==> config.mk <==
export PLATFORM = sky130hd
export DESIGN_NAME = alu_8_result_buf
export DESIGN_NICKNAME = d
export VERILOG_FILES = /design/src/rtl/alu_8_result_buf.sv
export SDC_FILE = /design/constraint.sdc
export NUM_CORES = 1
export LEC_CHECK = 0
export BUFFER_PORTS_ARGS = -buffer_cell sky130_fd_sc_hd__buf_4
export CAP_MARGIN = 5
export CORE_MARGIN = 2
export CORE_UTILIZATION = 35
export DETAILED_ROUTE_END_ITERATION = 16
export SETUP_SLACK_MARGIN = 0.02
export SLEW_MARGIN = 20
export SYNTH_ARGS = -nofsm -noshare
export SYNTH_HDL_FRONTEND = slang
export SYNTH_SLANG_ARGS = --single-unit
==> constraint.sdc <==
create_clock -name clk -period 5.6 [get_ports clk]
set_clock_uncertainty 0.1 [all_clocks]
set_input_delay 0.84 -clock clk [delete_from_list [all_inputs] [get_ports clk]]
set_output_delay 0.84 -clock clk [all_outputs]
set_load 0.005 [all_outputs]
==> src/rtl/alu_8_result_buf.sv <==
// alu_8_result_buf: two-entry FIFO that buffers ALU results together with flags derived at push time
module alu_8_result_buf (
  input  logic       clk,
  input  logic       rst_n,
  input  logic       in_valid,
  output logic       in_ready,
  input  logic [7:0] in_result,
  input  logic       in_carry,
  input  logic [3:0] in_sel,
  output logic       out_valid,
  input  logic       out_ready,
  output logic [7:0] out_result,
  output logic [3:0] out_flags,
  output logic [1:0] count,
  output logic [7:0] ops_done,
  output logic       ovf_err
);
  logic [11:0] mem [2];
  logic        wr_ptr;
  logic        rd_ptr;
  logic [1:0]  cnt;
  logic        push;
  logic        pop;
  logic [3:0]  flags;
  // handshakes come from registered occupancy only; flags are {illegal, neg, zero, carry}
  always_comb begin
    in_ready   = cnt != 2'd2;
    out_valid  = cnt != 2'd0;
    push       = in_valid && in_ready;
    pop        = out_valid && out_ready;
    flags      = {~in_sel[2], in_result[7], in_result == 8'd0, in_carry & in_sel[3]};
    out_result = out_valid ? mem[rd_ptr][11:4] : 8'd0;
    out_flags  = out_valid ? mem[rd_ptr][3:0] : 4'd0;
    count      = cnt;
  end
  // storage, pointers, occupancy, pop counter and sticky overflow; reset wins over push/pop
  always_ff @(posedge clk) begin
    if (!rst_n) begin
      mem[0]   <= 12'd0;
      mem[1]   <= 12'd0;
      wr_ptr   <= 1'b0;
      rd_ptr   <= 1'b0;
      cnt      <= 2'd0;
      ops_done <= 8'd0;
      ovf_err  <= 1'b0;
    end else begin
      if (push) begin
        mem[wr_ptr] <= {in_result, flags};
        wr_ptr      <= ~wr_ptr;
      end
      if (pop) begin
        rd_ptr   <= ~rd_ptr;
        ops_done <= ops_done + 8'd1;
      end
      cnt <= cnt + {1'b0, push} - {1'b0, pop};
      if (in_valid && cnt == 2'd2) ovf_err <= 1'b1;
    end
  end
endmodule

# Yosys cells after proc, flatten, opt, wreduce, memory -nomap -nowiden
# Memories as Yosys holds them, arrays and structs flattened. A register that Yosys moved wholly into a read port is not among the register bits.
# Cells that the tools add are included.
word_totals:
  register_bits: 13
  elab_cells: 32
  mem_count: 1
  ramBits: 24
  inputBits: 17
mem_list:
  columns: ["name", "depth", "word_bits", "read_ports", "rd_ports_with_merged_regs", "wr", "line_no", "rtl"]
  rows:
  - ["mem", 2, 12, 1, 1, 2, "18", "logic [11:0] mem [2];"]
op_classes:
  eq_ne: 2
  n_addsub: 3
  n_mux: 11
  bitwise_logic: 4
  n_reduce_logical: 6
ops:
  columns: ["operator", "n"]
  rows:
  - ["$mux 12", 1]
  - ["$reduce_or 12->1", 1]
  - ["$add 8x1->8 const B", 1]
  - ["$logic_not 8->1", 1]
  - ["$mux 1", 8]
  - ["$mux 8", 1]
  - ["$mux 4", 1]
  - ["$logic_and 1x1->1", 3]
  - ["$not 1->1", 3]
  - ["$add 2x1->2", 1]
  - ["$eq 2x2->1 const B", 1]
  - ["$ne 2x2->1 const B", 1]
  - ["$reduce_bool 2->1", 1]
  - ["$sub 2x1->2", 1]
  - ["$and 1x1->1", 1]

# Depth between registers and ports, before layout
depth:
  ltp_word: 7
  ltp_mapped: 7
  depth_no_buf: 6

# Least setup slack after synthesis
# Ideal clock, no wire load.
synth_path:
  path_type: "in2reg"
  from: "input rst_n"
  to: "memory mem[1][0] (enable)"
  setup_time_ns: 0.345
  n_path_buf: 1
  path_stages: 4
  arrival_ns: 1.690
  setup_slack_ns: 3.465
  path_cell_list: "buf_2 -> nand2_1 -> or3_1 -> nand2_1"
synth_lines:
  columns: ["item", "line_no", "rtl"]
  rows:
  - ["from (decl)", "4", "input logic rst_n,"]
  - ["to (decl)", "18", null]

# Worst setup path in the final report
layout_path:
  from: "register cnt[0], in the netlist count[0]"
  to: "output out_flags[2]"
layout_between:
  elab_chain_len: 2
layout_lines:
  columns: ["item", "line_no", "rtl"]
  rows:
  - ["from (decl)", "21", "logic [1:0] cnt;"]
  - ["from (signal assigned)", "55", "cnt <= cnt + {1'b0, push} - {1'b0, pop};"]
  - ["$reduce_bool 2->1", "28", "out_valid = cnt != 2'd0;"]
  - ["$mux 4", "33", "out_flags = out_valid ? mem[rd_ptr][3:0] : 4'd0;"]
  - ["to (decl)", "13", "output logic [3:0] out_flags,"]
# No other way between the ends.

==> results <==
- The overall die area is 5360 sq um.
- The relative max-transition margin is 40.7%.
- The shortest clock period the worst path allows after layout is 2.68 ns.
- The synthesized area per cell is 11.2 sq um.
- The post-synth net total is 169.
- The final worst-path setup slack is 2.92 ns.
- For this design, the CTS-stage hold fixing added 0 buffers.
- The worst setup path is captured at a primary output.
- The number of filler instances in the final layout is 458.
- Once the floorplan was initialized, standard cells occupied 35.9% of the core.
- Cells fill 45.4% of the core in the end.
- The endpoint of the worst register-to-register path is count[1].
- The worst register-to-register path begins at count[1].
- For the pin with the worst max-slew slack, the measured transition is 0.887 ns.
- Summing every instance area after synthesis gives 1680 sq um.
- The gate count of the mapped netlist is 150.
- The total DRC errors in the routed layout is 0.
- The final routed wirelength across all metal layers is 3.36 mm.
- Across the VDD grid, the largest voltage drop is 0.201 mV.
- The critical path capture point is out_flags[2].
- Walking the worst path, the cells encountered are nor2_1 > nor2_1 > buf_4.
- During synthesis, Yosys emitted a total of 0 warnings.
- The count of final hold-check violations was 0.
- The library cell with the largest summed area after synthesis is sky130_fd_sc_hd__edfxtp_1.
- Dividing the detail-routed wire length by the instance count gives 13.7 microns.
- The final design instance area without fill is 2120 sq um.
- For the final routed database, the setup TNS stands at 0 ns.
- The proportion of layout cells with a drive suffix above 1 is 27.7%.
- Setup repair after global routing left no endpoint under its margin.
- The number of antenna diodes in the final layout is 0.
- The flow ran to the end, and the final reports show no timing, DRC or antenna violations.
- The worst hold-check path type is reg2reg.
- The final HPWL from detailed placement is 2.42 mm.
- Entering global routing, the biggest net connects 15 pins.
- At the end of routability-driven placement, the weighted congestion stood at 0.710.
- The detailed-route via count is 1205.
- The slowest stage of the critical path is the sky130_fd_sc_hd__nor2_1 cell.
- The cell chosen for the clock root is sky130_fd_sc_hd__clkbuf_8.
- The setup path with the least slack is of type reg2out.
- The first-pass GRT wire length is 5.62 mm.
- Sequential cells were found to cover 56.2% of the synthesized design area.
- The area growth from synthesis to layout is 26.4%.
- The distinct cell type count of the synthesized netlist is 34.
- The number of instances resized during post-cts repair is 0.
- The vias per cell is 4.92.
- The total congestion overflow after global routing is 0.
- Max-cap violations in this run came to 0.
- The ratio of final minimum period to clock period is 47.9%.
- By instance count, the cell type seen most on the critical path is sky130_fd_sc_hd__nor2_1.
- The arrival time reported for the critical path endpoint is 1.74 ns.
- Tracing the worst setup path back leads to its startpoint at count[0].
- During I/O placement, the number of pins put on the boundary was 42.
- The hold path startpoint is ops_done[6].
- The leakage power of the design is 0.000856 uW.
- The number of detailed-route iterations in the first pass is 4.
- The maximum count of clock buffers along a single path is 2.
- The CTS sink count is 36.
- The initial antenna violation count is 0.
- From bottom edge to top edge, the die measures 73.2 microns.
- The CTS buffer count is 5.
- The number of global-route vias before repair is 1249.
- Clock-pin slew was measured on the worst setup and hold paths at 0.07 ns.
- In this run the horizontal extent of the chip is 73.2 microns.
- The worst reg-to-reg path cell count is 6.
- Based on the critical path, the design can be clocked at up to 0.373 GHz.
- STA puts the critical path data required time at 4.66 ns.
- The minimum setup slack among reg-to-reg paths is 3.47 ns.
- The total stage count of the critical path is 3.
- The starting DRC count in detailed routing is 106.
- For this run, the total global-route usage over all layers was measured as 13.7%.
- At the later pin of the worst-skew pair, clock insertion delay measures 0.28 ns.
- The maximum fanout along the worst path is 12.
- The number of register bits inferred by synthesis is 36.
- Prior to clock tree synthesis, the placed netlist has a worst setup slack of 3.15 ns.
- The kind of start point of the critical path is a flop.
- Setup violations remaining at the end of the flow were counted as 0.
- The total buffers and inverters traversed by the critical path is 1.
- The number of setup buffers added after CTS is 0.
- The design draws 805 uW.
- The clock tree from TritonCTS is yes.
- The port buffer count is 39.
- The total cell area at the placement stage is 2000 sq um.
- In the post-synthesis netlist, the biggest area contributors are sky130_fd_sc_hd__edfxtp_1 39%, sky130_fd_sc_hd__dfxtp_1 17%, sky130_fd_sc_hd__mux2i_1 8.4%.
- The proportion of netlist area held by the largest area contributor is 39.4%.
- On the worst path, the slowest cell contributes a delay of 0.73 ns.
- The total number of H-tree levels is 2.
- The detail route stage leaves a number of antenna-violating nets equal to 0.
- The total power density per cell area is 380 nW/um^2.
- The number of max-slew violations in the final report is 0.
- In this run the standard cell core region covers 4660 sq um.
- The number of nets at the end of the flow is 209.
- The top cell family by delay on the critical path is simple AND/OR/NAND/NOR gates.
- In this run the core area contains 25 standard-cell rows.
## area by class of cell
cell class              instances  area [sq um]  area share, %
flip-flops and latches         36           941           44.4
multi-input cells             104           686           32.4
repair buffers                 39           293           13.8
clock buffers                   6          82.6           3.90
well taps                      54          67.6           3.19
clock inverters                 2          33.8           1.59
inverters                       4          15.0          0.709
## worst min-delay path by stage
stage,to,slack (ns),depth (start not counted)
2_1_floorplan,ovf_err,0.36,2
3_3_place_gp,ovf_err,0.35,2
3_5_place_dp,ops_done[7],0.39,2
4_1_cts,ops_done[7],0.40,2
5_1_grt,ops_done[7],0.42,2
6_report,ops_done[6],0.39,2
## routing by layer
| metal | share of wire, % | global-route usage, % | up-vias |
|---|---|---|---|
| met5 | 0 | 0 | - |
| met4 | 0.74 | 5.35 | 0 |
| met3 | 6.1 | 4.01 | 3 |
| met2 | 51 | 24.9 | 32 |
| met1 | 42 | 14.8 | 564 |
| li1 | - | - | 606 |
## registers in the layout (all words and copies together), names as in the netlist, named ones only
signal	cells
ops_done	8
mem	22
wr_ptr	1
ovf_err	1
rd_ptr	1
count	2
## worst register-to-register path, delay by kind of cell, from the launching register on
family / cells / cell delay, ns
XOR/XNOR: 1 / 0.15
adder cells (fa/ha/maj): 1 / 0.21
flip-flops: 1 / 0.49
AND/OR/NAND/NOR: 4 / 1.06
## cells by family after synthesis
logic type | after synthesis | synth area share, %
simple gates | 72 | 24.0
mux | 14 | 8.36
fa+ha+maj | 2 | 1.49
flops | 36 | 56.2
xor+xnor | 4 | 2.09
compound gates | 12 | 4.93
buf+inv | 10 | 2.91
## layout by cell type (no fill, tap or decap)
cell type                   synthesis  final
sky130_fd_sc_hd__nor4_1             3      3
sky130_fd_sc_hd__xnor2_1            1      1
sky130_fd_sc_hd__o21ai_0            2      2
sky130_fd_sc_hd__nor3_2             1      1
sky130_fd_sc_hd__dfxtp_1           14     14
sky130_fd_sc_hd__xor2_1             3      3
sky130_fd_sc_hd__nor2b_1            2      2
sky130_fd_sc_hd__nor3_1             3      3
sky130_fd_sc_hd__nor2_1            23     23
sky130_fd_sc_hd__ha_1               2      2
sky130_fd_sc_hd__o31a_1             1      1
sky130_fd_sc_hd__nor4_4             1      1
sky130_fd_sc_hd__or3_4              1      1
sky130_fd_sc_hd__and3_1             2      2
sky130_fd_sc_hd__o21ai_4            1      1
sky130_fd_sc_hd__clkbuf_8           0      6
sky130_fd_sc_hd__nand2_1            8      8
sky130_fd_sc_hd__or4_1              2      2
sky130_fd_sc_hd__and2_1            17     17
sky130_fd_sc_hd__a21oi_1            5      5
sky130_fd_sc_hd__and4bb_2           1      1
sky130_fd_sc_hd__inv_1              4      4
sky130_fd_sc_hd__bufinv_16          0      1
sky130_fd_sc_hd__nand2b_1           2      2
sky130_fd_sc_hd__nand3_1            1      1
sky130_fd_sc_hd__mux2i_1           14     14
sky130_fd_sc_hd__o211ai_1           1      1
sky130_fd_sc_hd__or3_2              1      1
sky130_fd_sc_hd__edfxtp_1          22     22
sky130_fd_sc_hd__nand4_1            2      2
sky130_fd_sc_hd__or3_1              1      1
sky130_fd_sc_hd__clkinv_1           0      1
sky130_fd_sc_hd__o31ai_1            2      2
sky130_fd_sc_hd__buf_4              2     39
sky130_fd_sc_hd__and3_2             1      1
## report_power, final
| group | total [uW] | switching (uW) | internal (uW) |
|---|---|---|---|
| clock network | 233 | 90.1 | 143 |
| logic | 212 | 101 | 111 |
| registers | 360 | 40.7 | 320 |
| total | 805 | 232 | 574 |
## synthesized netlist by cell type, drive strengths merged
cell type   n
a21oi       5
and2       17
and3        3
and4bb      1
buf         5
clkbuf      1
dfxtp      14
edfxtp     22
ha          2
inv         4
mux2i      14
nand2       8
nand2b      2
nand3       1
nand4       2
nor2       23
nor2b       2
nor3        4
nor4        4
o211ai      1
o21ai       3
o31a        1
o31ai       2
or3         3
or4         2
xnor2       1
xor2        3
## metrics by stage
step	hold WS (ns)	instances
after floorplan	0.360	150
after global placement	0.354	237
after detailed placement	0.387	237
after CTS	0.400	245
after global routing	0.423	245
final	0.392	245
No activity file was read; power rests on OpenSTA's default activity.
